<file path="src/rtl/if_fetch_unit_if.sv">
// Bus bundle for the instruction-fetch front end: memory request/response
// channel plus the redirect/stall controls and the IF/ID-facing outputs.
interface if_fetch_unit_if;
    logic [31:0] iad;
    logic        ireq;
    logic        igrant;
    logic [31:0] idt;
    logic        ivalid;
    logic        redirect;
    logic [31:0] redirect_pc;
    logic        stall;
    logic [31:0] inst_out;
    logic [31:0] pc_out;
    logic [31:0] pc4_out;
    logic        valid_out;

    modport master (
        output iad, ireq, inst_out, pc_out, pc4_out, valid_out,
        input  igrant, idt, ivalid, redirect, redirect_pc, stall
    );

    modport slave (
        input  iad, ireq, inst_out, pc_out, pc4_out, valid_out,
        output igrant, idt, ivalid, redirect, redirect_pc, stall
    );
endinterface

</file>
<file path="src/rtl/if_fetch_unit.sv">
// Instruction-fetch front end: credit-limited memory requests, an in-order PC
// queue matched to responses, and a small {pc, inst} buffer feeding IF/ID.
module if_fetch_unit #(
    parameter logic [31:0] RESET_PC   = 32'h0000_0000,
    parameter int unsigned FIFO_DEPTH = 2
) (
    input logic             clk,
    input logic             rst,
    if_fetch_unit_if.master bus
);
    localparam int unsigned PTR_W = $clog2(FIFO_DEPTH);
    localparam int unsigned CNT_W = $clog2(FIFO_DEPTH + 1);
    localparam logic [31:0] NOP_INST = 32'h0000_0013;
    localparam logic [CNT_W:0] DEPTH_C = (CNT_W + 1)'(FIFO_DEPTH);

    logic [31:0]      fetch_pc_r, fetch_pc_n_s;
    logic [31:0]      fifo_pc_r   [FIFO_DEPTH];
    logic [31:0]      fifo_inst_r [FIFO_DEPTH];
    logic [31:0]      pcq_r       [FIFO_DEPTH];
    logic [PTR_W-1:0] rd_ptr_r, rd_ptr_n_s, wr_ptr_r, wr_ptr_n_s;
    logic [PTR_W-1:0] pcq_rd_r, pcq_rd_n_s, pcq_wr_r, pcq_wr_n_s;
    logic [CNT_W-1:0] count_r, count_n_s;
    logic [CNT_W-1:0] outstanding_r, outstanding_n_s;
    logic [CNT_W-1:0] drop_r, drop_n_s;

    logic             credit_ok_s;
    logic             ireq_s;
    logic             accept_s;
    logic             push_s;
    logic             pop_s;
    logic             head_valid_s;
    logic             redirect_pc_unused_s;

    assign redirect_pc_unused_s = ^bus.redirect_pc[1:0];

    // Stale requests still in flight consume credit until their responses drain.
    assign credit_ok_s  = ({1'b0, outstanding_r} + {1'b0, count_r}) < DEPTH_C;
    assign ireq_s       = ~rst & ~bus.redirect & credit_ok_s;
    assign accept_s     = ireq_s & bus.igrant;
    assign head_valid_s = (count_r != CNT_W'(0));
    assign pop_s        = head_valid_s & ~bus.stall;

    assign bus.ireq      = ireq_s;
    assign bus.iad       = fetch_pc_r;
    assign bus.valid_out = head_valid_s;
    assign bus.inst_out  = head_valid_s ? fifo_inst_r[rd_ptr_r] : NOP_INST;
    assign bus.pc_out    = head_valid_s ? fifo_pc_r[rd_ptr_r] : 32'h0000_0000;
    assign bus.pc4_out   = head_valid_s ? (fifo_pc_r[rd_ptr_r] + 32'h0000_0004) : 32'h0000_0004;

    // Next-state logic; a redirect overrides stall, push and pop.
    always_comb begin
        fetch_pc_n_s    = fetch_pc_r;
        rd_ptr_n_s      = rd_ptr_r;
        wr_ptr_n_s      = wr_ptr_r;
        pcq_rd_n_s      = pcq_rd_r;
        pcq_wr_n_s      = pcq_wr_r;
        count_n_s       = count_r;
        outstanding_n_s = outstanding_r - CNT_W'(bus.ivalid);
        drop_n_s        = drop_r;
        push_s          = 1'b0;
        if (bus.redirect) begin
            fetch_pc_n_s = {bus.redirect_pc[31:2], 2'b00};
            rd_ptr_n_s   = PTR_W'(0);
            wr_ptr_n_s   = PTR_W'(0);
            pcq_rd_n_s   = PTR_W'(0);
            pcq_wr_n_s   = PTR_W'(0);
            count_n_s    = CNT_W'(0);
            // Everything still in flight after this edge belongs to the wrong path.
            drop_n_s     = outstanding_r - CNT_W'(bus.ivalid);
        end else begin
            if (accept_s) begin
                fetch_pc_n_s    = fetch_pc_r + 32'h0000_0004;
                pcq_wr_n_s      = pcq_wr_r + PTR_W'(1);
                outstanding_n_s = outstanding_r + CNT_W'(1) - CNT_W'(bus.ivalid);
            end else begin
                outstanding_n_s = outstanding_r - CNT_W'(bus.ivalid);
            end
            if (bus.ivalid) begin
                if (drop_r != CNT_W'(0)) begin
                    drop_n_s = drop_r - CNT_W'(1);
                end else begin
                    push_s     = 1'b1;
                    pcq_rd_n_s = pcq_rd_r + PTR_W'(1);
                    wr_ptr_n_s = wr_ptr_r + PTR_W'(1);
                end
            end else begin
                drop_n_s = drop_r;
            end
            if (pop_s) begin
                rd_ptr_n_s = rd_ptr_r + PTR_W'(1);
            end else begin
                rd_ptr_n_s = rd_ptr_r;
            end
            count_n_s = count_r + CNT_W'(push_s) - CNT_W'(pop_s);
        end
    end

    // Control state registers with synchronous reset.
    always_ff @(posedge clk) begin
        if (rst) begin
            fetch_pc_r    <= RESET_PC;
            rd_ptr_r      <= PTR_W'(0);
            wr_ptr_r      <= PTR_W'(0);
            pcq_rd_r      <= PTR_W'(0);
            pcq_wr_r      <= PTR_W'(0);
            count_r       <= CNT_W'(0);
            outstanding_r <= CNT_W'(0);
            drop_r        <= CNT_W'(0);
        end else begin
            fetch_pc_r    <= fetch_pc_n_s;
            rd_ptr_r      <= rd_ptr_n_s;
            wr_ptr_r      <= wr_ptr_n_s;
            pcq_rd_r      <= pcq_rd_n_s;
            pcq_wr_r      <= pcq_wr_n_s;
            count_r       <= count_n_s;
            outstanding_r <= outstanding_n_s;
            drop_r        <= drop_n_s;
        end
    end

    // Data storage: PC captured at accept, {pc, inst} written on a kept response.
    always_ff @(posedge clk) begin
        if (!rst && accept_s) begin
            pcq_r[pcq_wr_r] <= fetch_pc_r;
        end
        if (!rst && push_s) begin
            fifo_pc_r[wr_ptr_r]   <= pcq_r[pcq_rd_r];
            fifo_inst_r[wr_ptr_r] <= bus.idt;
        end
    end
endmodule
</file>
<file path="src/flat_wrapper.sv">
// flat-port wrapper written by rule: the top's interface ports become plain ports
module if_fetch_unit_flat 
#(
    parameter logic [31:0] RESET_PC   = 32'h0000_0000,
    parameter int unsigned FIFO_DEPTH = 2
)
  (clk, rst, bus_iad, bus_ireq, bus_inst_out, bus_pc_out, bus_pc4_out, bus_valid_out, bus_igrant, bus_idt, bus_ivalid, bus_redirect, bus_redirect_pc, bus_stall);
  if_fetch_unit_if bus_i ();
  input logic clk;
  input logic rst;
  output wire logic [$bits(bus_i.iad)-1:0] bus_iad;
  output wire logic [$bits(bus_i.ireq)-1:0] bus_ireq;
  output wire logic [$bits(bus_i.inst_out)-1:0] bus_inst_out;
  output wire logic [$bits(bus_i.pc_out)-1:0] bus_pc_out;
  output wire logic [$bits(bus_i.pc4_out)-1:0] bus_pc4_out;
  output wire logic [$bits(bus_i.valid_out)-1:0] bus_valid_out;
  input wire logic [$bits(bus_i.igrant)-1:0] bus_igrant;
  input wire logic [$bits(bus_i.idt)-1:0] bus_idt;
  input wire logic [$bits(bus_i.ivalid)-1:0] bus_ivalid;
  input wire logic [$bits(bus_i.redirect)-1:0] bus_redirect;
  input wire logic [$bits(bus_i.redirect_pc)-1:0] bus_redirect_pc;
  input wire logic [$bits(bus_i.stall)-1:0] bus_stall;
  assign bus_iad = bus_i.iad;
  assign bus_ireq = bus_i.ireq;
  assign bus_inst_out = bus_i.inst_out;
  assign bus_pc_out = bus_i.pc_out;
  assign bus_pc4_out = bus_i.pc4_out;
  assign bus_valid_out = bus_i.valid_out;
  assign bus_i.igrant = bus_igrant;
  assign bus_i.idt = bus_idt;
  assign bus_i.ivalid = bus_ivalid;
  assign bus_i.redirect = bus_redirect;
  assign bus_i.redirect_pc = bus_redirect_pc;
  assign bus_i.stall = bus_stall;
  if_fetch_unit #(.RESET_PC(RESET_PC), .FIFO_DEPTH(FIFO_DEPTH)) u_core (.clk(clk), .rst(rst), .bus(bus_i));
endmodule
</file>
<file path="config.mk">
export PLATFORM = sky130hd
export DESIGN_NAME = if_fetch_unit_flat
export DESIGN_NICKNAME = d
export VERILOG_FILES = /design/src/rtl/if_fetch_unit_if.sv /design/src/rtl/if_fetch_unit.sv /design/src/flat_wrapper.sv
export SDC_FILE = /design/constraint.sdc
export NUM_CORES = 1
export LEC_CHECK = 0
export BUFFER_PORTS_ARGS = -buffer_cell sky130_fd_sc_hd__buf_2
export CORE_ASPECT_RATIO = 1.2
export CORE_MARGIN = 2
export CORE_UTILIZATION = 60
export CTS_BUF_LIST = sky130_fd_sc_hd__clkbuf_4 sky130_fd_sc_hd__clkbuf_8 sky130_fd_sc_hd__clkbuf_16
export DETAILED_ROUTE_END_ITERATION = 6
export PLACE_DENSITY_LB_ADDON = 0.25
export SYNTH_ARGS = -nofsm -noshare
export SYNTH_HDL_FRONTEND = slang
export SYNTH_SLANG_ARGS = --single-unit
export TNS_END_PERCENT = 1
</file>
<file path="constraint.sdc">
create_clock -name clk -period 10.3 [get_ports clk]
set_input_delay 1.03 -clock clk [delete_from_list [all_inputs] [get_ports clk]]
set_output_delay 1.03 -clock clk [all_outputs]
set_load 0.005 [all_outputs]
</file>
==> flow_metrics.tcl, run 1 <==
set metrics [dict create \
    htree_levels 1 \
    rsz0062_at_grt "no" \
    whs_path_depth 2 \
    grt_pass1_vias 6697 \
    max_freq_mhz 205 \
    fin_crit_ns 4.88 \
    met1_length_um 8790 \
    portBuffers 191 \
    synthCells 803 \
    yosys_warnings 0 \
    ant_nets 0 \
    post-route-period-util 0.474 \
    finalSetupViolCount 0 \
    p_switching_uw 459 \
    clk_path_buf_depth 3 \
    crit_required_ns 9.27 \
    cts_tree "done" \
    drcViolationCount 0 \
    arrival_ns 3.85 \
    synth-compound-area-share 0.0576 \
    fin_area_sq_mm 0.0121 \
    dp_hpwl_um 14100 \
    synth-main-ff-cell "edfxtp_1" \
    rr_worst_depth 7 \
    wire_per_inst_um 17.2 \
    synth-edff-count 184 \
    antenna_found_initial 1 \
    p_per_area_mw_per_mm2 172 \
    layoutNonFillerInstCount 1214 \
    die_area_sq_mm 0.0181 \
    synth-xor-area-share 0.0248 \
    hp-class "reg2reg" \
    postRouteWirelength_um 20900 \
    row_count 52 \
    ir_worst_vdd_mv 0.147 \
    avgSynthCellArea_sq_um 12.7 \
    p_leak_nw 4.52 \
    synth_top_family_by_area "simple AND/OR/NAND/NOR gates" \
    vias 6899 \
    end_kind "primary output" \
    pin_count 200 \
    synth-simple-area-share 0.148 \
    cts_buffers 22 \
    gr-total-overflow 0 \
    core_area_sq_mm 0.0168 \
    yosys_register_bits 226 \
    slew_headroom 0.245 \
    gp_congestion 0.851 \
    die_height_um 147 \
    p_int_mw 1.62 \
    via_per_inst 5.68 \
    p_seq_frac 0.503 \
    cts.sinks 226 \
    ctsHoldBuffers 0 \
    hold_violations 0 \
    swShare 0.221 \
    cts_setup_buffers 0 \
    maxCapViolCount 0 \
    holdWs_ns 0.525 \
    final_cell_mix "buf_2 (191), edfxtp_1 (184), nor2_1 (104)" \
    first_pass_iters 5 \
    grt_usage 0.226 \
    nets 1059 \
    highest_layer "met4" \
    grt_pass1_wl_um 32800 \
    muxShareOfSynthArea 0.106 \
    wl_met2_um 10300 \
    skew_ns 0.0173 \
    final_common_cell "buf_2" \
    place_ws_ns 5.87 \
    start_util 0.609 \
    crit_type "reg2out" \
    place_inst 1173 \
    path_clk_slew_ns 0.06 \
    dr_wl_met3_um 1410 \
    yosysUniqueCellTypes 68 \
    worst_slack_ns 5.42 \
    die_w_um 123 \
    worstMarginPinSlew_ns 1.13 \
    ctsResizeCount 0 \
    comb_power_share 0.093 \
    area_growth_pct 18.1 \
    post-route-util 0.719 \
    finalSetupTns_ns 0 \
    clockRootBuffer "clkbuf_16" \
    synth-seq-area-share 0.622 \
    drt_iter0_drc 392 \
    insertion_delay_ns 0.49 \
    async_flop_share 0 \
    total_power_mw 2.08 \
    synthAdderAreaFrac 0.0105 \
    maxSlewViolCount 0 \
    crit_path_start_kind "flip-flop" \
    status "finished clean" \
    place_area_sq_mm 0.0113 \
    grt_max_degree 82 \
    path_max_fanout 76 \
    drive_gt1_frac 0.293 \
    clkPwrFrac 0.403 \
    syn-cell-area_sq_mm 0.0102 \
]
==> state kept, by name, indices dropped and copies added (netlist names), named ones only <==
| signal | cells |
|---|---|
| u_core.drop_r | 2 |
| u_core.count_r | 2 |
| u_core.fifo_pc_r | 60 |
| u_core.fifo_inst_r | 64 |
| u_core.bus.iad | 30 |
| u_core.wr_ptr_r | 1 |
| u_core.outstanding_r | 2 |
| u_core.rd_ptr_r | 1 |
| u_core.pcq_r | 60 |
| u_core.pcq_wr_r | 1 |
| u_core.pcq_rd_r | 1 |
==> power by group through the flow <==
stage / clock network (mW) / logic (mW) / registers (mW)
finish: 0.837 / 0.194 / 1.04
global route: 0.888 / 0.217 / 1.05
CTS: 0.852 / 0.196 / 1.04
detailed placement: 0 / 0.194 / 1.06
global placement: 0 / 0.189 / 1.06
floorplan: 0 / 0.122 / 1.06
==> kinds of logic (layout without fill, tap and decap cells) <==
group	Yosys count	after routing
buffers and inverters	65	254
AND/OR/NAND/NOR	291	291
AO/OA/AOI/OAI	80	80
XOR/XNOR	29	29
flip-flops	226	226
other	1	7
multiplexers	103	103
adder cells (fa/ha/maj)	8	8
==> layer usage <==
| metal | vias to the layer above | global-route usage |
|---|---|---|
| li1 | 3357 | - |
| met1 | 3241 | 0.306 |
| met2 | 272 | 0.380 |
| met3 | 29 | 0.0353 |
| met4 | 0 | 0.0625 |
| met5 | - | 0 |
==> cells in the mapped netlist, types with 2 or more instances <==
master	instances	share of area
a211o_1	2	0.0017
a211oi_1	9	0.0066
a21o_1	2	0.0015
a21oi_1	22	0.011
a311o_1	2	0.0020
a31oi_1	10	0.0061
and2_1	11	0.0067
and3_1	11	0.0067
and4_1	6	0.0051
buf_1	3	0.0011
buf_2	11	0.0054
buf_4	6	0.0044
buf_8	2	0.0029
clkbuf_1	27	0.0099
dfxtp_1	42	0.082
edfxtp_1	184	0.54
ha_1	7	0.0086
inv_1	15	0.0055
mux2_2	38	0.042
mux2i_1	64	0.063
nand2_1	48	0.018
nand2b_1	3	0.0018
nand3_1	25	0.012
nand3_2	2	0.0020
nand3b_1	6	0.0044
nand4_1	18	0.011
nand4b_1	3	0.0026
nor2_1	106	0.039
nor3_1	21	0.010
nor3b_1	5	0.0037
nor3b_2	2	0.0024
nor4_1	9	0.0055
o211ai_1	2	0.0015
o21a_1	3	0.0022
o21ai_0	4	0.0020
o311ai_0	5	0.0043
o31a_1	5	0.0043
or2_2	2	0.0012
or4_1	4	0.0029
xnor2_1	18	0.015
xor2_1	11	0.0094
==> worst max-delay path: stages (launching register included) <==
cell and delay, ns:
dfxtp_4 0.45, buf_4 0.85, mux2i_1 0.38, a21oi_1 0.54, nand4_4 0.33, nor4_1 0.27, mux2_2 0.38, buf_2 0.13
==> path summary, 6_finish.rpt <==
kind,start,to,slack [ns]
setup / recovery,flip-flop,bus_pc4_out[31],5.42
hold / removal,u_core.pcq_rd_r,flip-flop,0.52
setup reg to reg,u_core.count_r[0],u_core.pcq_r[0][21],6.97
hold reg to reg,u_core.pcq_rd_r,flip-flop,0.52
==> cell type report <==
type	count	area (sq um)
Antenna cell	1	2.50
Clock buffer	25	591
Clock inverter	15	184
Fill cell	1207	4710
Inverter	15	56.3
Multi-Input combinational cell	517	3590
Sequential cell	226	6370
Tap cell	216	270
Timing Repair Buffer	199	1020
Power figures use the tool's default switching activity.
==> inputs of run 2 (changes only) <==
CORE_UTILIZATION = 50   (was 60)
clock period = 4.2 ns   (was 10.3 ns; I/O delays follow)
==> run 2 against run 1 <==
Net effect:
- clock skew fell by 0.0087 ns
- core utilization fell by 12 points
- critical path type unchanged
- first-iteration DRC count fell by 2.6%
- hold slack got worse by 0.41 ns
- flip-flop and latch count did not move
- largest power group unchanged
- register-to-register slack got worse by 5.8 ns
- critical path depth did not move
- setup slack got worse by 4.9 ns
- highest routed layer unchanged
==> flow_metrics.tcl, run 2 (synthesized netlist as in run 1, its figures left out) <==
set metrics [dict create \
    worstMarginPinSlew_ns 0.845 \
    finalSetupTns_ns 0 \
    wire_per_inst_um 16.7 \
    finalSetupViolCount 0 \
    vias 6816 \
    postRouteWirelength_um 21100 \
    layoutNonFillerInstCount 1264 \
    crit_path_start_kind "flip-flop" \
    final_common_cell "buf_2" \
    top_register "u_core.fifo_inst_r" \
    place_inst 1225 \
    ctsHoldBuffers 0 \
    row_count 57 \
    status "finished clean" \
    first_pass_iters 5 \
    largestRegisters "u_core.fifo_inst_r x64, u_core.fifo_pc_r x60, u_core.pcq_r x60" \
    insertion_delay_ns 0.49 \
    post-route-period-util 0.867 \
    grt_util_met3 0.0284 \
    place_area_sq_mm 0.0114 \
    total_power_mw 4.85 \
    crit_type "reg2out" \
    final_cell_mix "buf_2 (191), edfxtp_1 (184), nor2_1 (104)" \
    multiInputGateArea_sq_mm 0.00359 \
    globalRouteMet1Util 0.254 \
    largest_reg_flops 64 \
    maxCapViolCount 0 \
    cts_tree "done" \
    antenna_found_initial 0 \
    p_per_area_mw_per_mm2 402 \
    ir_worst_vdd_mv 0.320 \
    die_w_um 135 \
    nets 1063 \
    fin_crit_ns 3.64 \
    crit_required_ns 3.78 \
    skew_ns 0.00855 \
    grt_busiest_layer "met2" \
    grt_pass1_wl_um 33300 \
    fill_cells 1630 \
    drt_iter0_drc 382 \
    rsz0062_at_grt "no" \
    drive_gt1_frac 0.296 \
    htree_levels 1 \
    path_clk_slew_ns 0.06 \
    clk_path_buf_depth 3 \
    hold_violations 0 \
    grt_usage 0.191 \
    end_kind "primary output" \
    drcViolationCount 0 \
    path_max_fanout 32 \
    cts.sinks 226 \
    slew_headroom 0.437 \
    num_antenna_cells 0 \
    grt_max_degree 80 \
    start_util 0.507 \
    seqCellArea_sq_mm 0.00637 \
    portBuffers 191 \
    die_height_um 161 \
    cts_buffers 23 \
    clockRootBuffer "clkbuf_16" \
    hp-class "in2reg" \
    ant_nets 0 \
    use_met2 0.323 \
    arrival_ns 3.22 \
    die_area_sq_mm 0.0216 \
    fin_area_sq_mm 0.0121 \
    cts_setup_buffers 0 \
    via_per_inst 5.39 \
    area_growth_pct 18.0 \
    gp_congestion 0.901 \
    dp_hpwl_um 14600 \
    pin_count 200 \
    ctsResizeCount 0 \
    grt_pass1_vias 6470 \
    p_leak_nw 4.51 \
    gr-total-overflow 0 \
    maxSlewViolCount 0 \
    max_freq_mhz 275 \
    core_area_sq_mm 0.0202 \
]
run 2: cell types whose count changed in the layout (fill, tap and decap cells not counted), sizes merged:
cell,before,now
bufinv,4,0
diode,1,0
buf,199,202
clkinv,6,10
clkbuf,25,28
inv,16,15
clkinvlp,4,1
run 2: stage by stage:
stage | setup slack [ns] | hold WS (ns) | util
2_1_floorplan | 0.366 | 0.472 | -
3_3_place_gp | 1.11 | 0.488 | 0.564
3_5_place_dp | 1.04 | 0.509 | 0.564
4_1_cts | 0.529 | 0.0958 | 0.598
5_1_grt | 0.297 | 0.0971 | 0.598
6_report | 0.558 | 0.115 | 0.598
run 2: layout make-up:
class | instances | share of cell area
inverters | 15 | 0.00467
flip-flops and latches | 226 | 0.528
repair buffers | 202 | 0.0861
clock inverters | 11 | 0.00519
clock buffers | 28 | 0.0508
multi-input cells | 517 | 0.298
well taps | 265 | 0.0275
run 2: worst paths after layout:
| check | slack [ns] | startpoint | end | cells past startpoint |
|---|---|---|---|---|
| max | 0.56 | flip-flop | bus_pc4_out[29] | 7 |
| min | 0.11 | bus_idt[6] | u_core.fifo_inst_r[1][6] | 1 |
| max reg2reg | 1.15 | u_core.count_r[0] | u_core.bus.iad[17] | 8 |
| min reg2reg | 0.52 | u_core.rd_ptr_r | u_core.rd_ptr_r | 2 |
run 2: power by group:
| group | switching, mW | total (mW) | internal, mW |
|---|---|---|---|
| Sequential | 0.0625 | 2.56 | 2.50 |
| Combinational | 0.272 | 0.477 | 0.205 |
| Clock | 0.776 | 1.81 | 1.04 |
| Total | 1.11 | 4.85 | 3.74 |
run 2: critical path, cell delays in order, from the launching register on:
cell and delay (ns):
dfxtp_4 0.52, buf_4 0.43, mux2i_1 0.44, a221o_1 0.42, nand2b_1 0.36, nor3b_2 0.09, mux2_1 0.33, buf_2 0.13
run 2: per-layer routing:
layer  up-vias  part of all wire
li1       3361                 -
met1      3211              0.44
met2       207              0.48
met3        37             0.057
met4         0             0.024
met5         -                 0
==> inputs of run 3 (changes only) <==
ABC_AREA = 1   (was unset)
CAP_MARGIN = 20   (was unset)
CORE_UTILIZATION = 51   (was 50)
==> run 3 against run 2 <==
Net effect:
- maximum frequency grew 4.2%
- hold slack lost 0.0018 ns
- global-route usage grew 2.5 points
- count of clock-buffer cells in the layout grew 1
- first-iteration DRC count grew 26%
- via count grew 23%
- non-clock buffer count grew 1
- total power grew 2.0%
- critical path depth grew 6
==> flow_metrics.tcl, run 3 <==
set metrics [dict create \
    status "finished clean" \
    cts_setup_buffers 0 \
    path_max_fanout 51 \
    ir_worst_vdd_mv 0.274 \
    maxCapViolCount 0 \
    drt_iter0_drc 481 \
    synth-main-ff-cell "edfxtp_1" \
    yosys_warnings 0 \
    cts.sinks 226 \
    p_leak_nw 5.39 \
    cts_tree "done" \
    synthCells 1180 \
    crit_type "reg2out" \
    die_area_sq_mm 0.0222 \
    crit_path_start_kind "flip-flop" \
    crit_path_frequent_cell "nand2_1" \
    clk_path_buf_depth 3 \
    num_antenna_cells 0 \
    yosysMostFrequentCell "nand2_1" \
    die_w_um 136 \
    synth-seq-area-share 0.594 \
    yosysUniqueCellTypes 36 \
    worstMarginPinSlew_ns 0.890 \
    grt_pass1_wl_um 38300 \
    yosys_register_bits 226 \
    synth.largest_area_cell "edfxtp_1" \
    drcViolationCount 0 \
    core_area_sq_mm 0.0208 \
    finalSetupViolCount 0 \
    final_common_cell "nand2_1" \
    hp-class "in2reg" \
    dp_hpwl_um 17000 \
    ant_nets 0 \
    hold_violations 0 \
    area_growth_pct 17.9 \
    cts_buffers 22 \
    maxSlewViolCount 0 \
    finalSetupTns_ns 0 \
    place_ws_ns 1.13 \
    grt_max_degree 68 \
    nets 1444 \
    via_per_inst 5.09 \
    async_flop_share 0 \
    gr-total-overflow 0 \
    path_clk_slew_ns 0.06 \
    final_cell_mix "nand2_1 (400), buf_2 (191), edfxtp_1 (184)" \
    postRouteWirelength_um 24400 \
    drive_gt1_frac 0.221 \
    rsz0062_at_grt "no" \
    clkPwrFrac 0.383 \
    grt_pass1_vias 7815 \
    crit_required_ns 3.78 \
    worst_slack_ns 0.705 \
    pin_count 200 \
    fin_crit_ns 3.49 \
    vias 8402 \
    swShare 0.232 \
    arrival_ns 3.07 \
    first_pass_iters 5 \
    grt_usage 0.216 \
    avgSynthCellArea_sq_um 9.08 \
    p_int_mw 3.80 \
    max_freq_mhz 286 \
    top_register "u_core.fifo_inst_r" \
    p_switching_mw 1.15 \
    portBuffers 191 \
    holdWs_ns 0.113 \
    max_stage_delay_ns 0.63 \
    place_inst 1612 \
    largest_reg_flops 64 \
    p_seq_frac 0.515 \
    die_height_um 163 \
    cp_cell_sequence "inv_2, nand2_1, nand2_2, ha_1, nand2_1, nor2_2, inv_1, nor2_1, nand2_1, nand2_1, nand2_1, nor2_1, buf_2" \
    wire_per_inst_um 14.8 \
    ctsResizeCount 0 \
    row_count 58 \
    syn-cell-area_sq_mm 0.0107 \
    ctsHoldBuffers 0 \
    clockRootBuffer "clkbuf_16" \
    comb_power_share 0.102 \
    synthTopCellsByCount "nand2_1 (400), edfxtp_1 (184), nor2_1 (145), inv_1 (106), a21oi_1 (69)" \
    layoutNonFillerInstCount 1651 \
    htree_levels 1 \
    post-route-period-util 0.832 \
    synth_area_leaders "edfxtp_1 (52%), nand2_1 (14%), dfxtp_1 (7.8%)" \
    synth-edff-count 184 \
    largestRegisters "u_core.fifo_inst_r x64, u_core.fifo_pc_r x60, u_core.pcq_r x60" \
    slew_headroom 0.406 \
    p_per_area_mw_per_mm2 392 \
    start_util 0.516 \
    slowest_stage "inv_2" \
    end_kind "primary output" \
    synth.top_cell.area_share 0.516 \
    gp_congestion 0.927 \
    antenna_found_initial 0 \
    skew_ns 0.00787 \
    insertion_delay_ns 0.49 \
]
-- run 3: cell types whose count changed after synthesis, sizes merged, moves of 38 or more --
cell,delta
nand2,+363
inv,+95
mux2i,-64
nor2,+48
a21oi,+47
o21ai,+38
-- run 3: cells by family after synthesis --
kind of cell / share of synthesized area
compound gates: 0.0585
simple gates: 0.234
xor+xnor: 0.0123
other cells: 0.000350
buf+inv: 0.0593
fa+ha+maj: 0.0100
mux: 0.0315
flops: 0.594
-- run 3: layer usage --
metal  vias up  share of wire  GRT usage
met1      3853           0.42      0.279
met4         0          0.022     0.0663
met3        43          0.072     0.0327
met2       305           0.48      0.375
met5         -              0          0
li1       4201              -          -
-- run 3: area by class of cell --
cell class              count  area (sq um)
clock buffers              29           627
clock inverters            10          78.8
fillers                  1786          8120
inverters                 110           413
multi-input cells         803          3760
flip-flops and latches    226          6370
well taps                 270           338
repair buffers            203          1050
-- run 3: path summary, 6_finish.rpt --
path              slack, ns                   endpoint  cells past startpoint              start
setup reg to reg       1.14          u_core.bus.iad[7]                     11  u_core.count_r[0]
hold / removal         0.11  u_core.fifo_inst_r[1][22]                      1        bus_idt[22]
hold reg to reg        0.47            u_core.wr_ptr_r                      2    u_core.wr_ptr_r
setup / recovery       0.71            bus_pc4_out[30]                     13          flip-flop
-- run 3: power groups by stage --
stage	clock network, mW	registers [mW]	logic (mW)
after floorplan	0	2.58	0.308
after global placement	0	2.59	0.494
after detailed placement	0	2.60	0.503
after CTS	1.93	2.55	0.507
after global routing	2.04	2.56	0.571
final	1.90	2.55	0.504
-- run 3: worst max-delay path: cells and delay by family (launching register included) --
family | cells | cell delay [ns]
DFF | 1 | 0.32
adders and majority gates | 1 | 0.17
and+or+nand+nor | 9 | 1.23
buffers and inverters | 3 | 0.84
-- run 3: per-stage QoR --
step | cell area [sq um] | power [mW] | util
after floorplan | 10700 | 2.89 | -
after global placement | 11900 | 3.09 | 0.575
after detailed placement | 11900 | 3.10 | 0.575
after CTS | 12600 | 4.99 | 0.609
after global routing | 12600 | 5.17 | 0.609
final | 12600 | 4.95 | 0.609
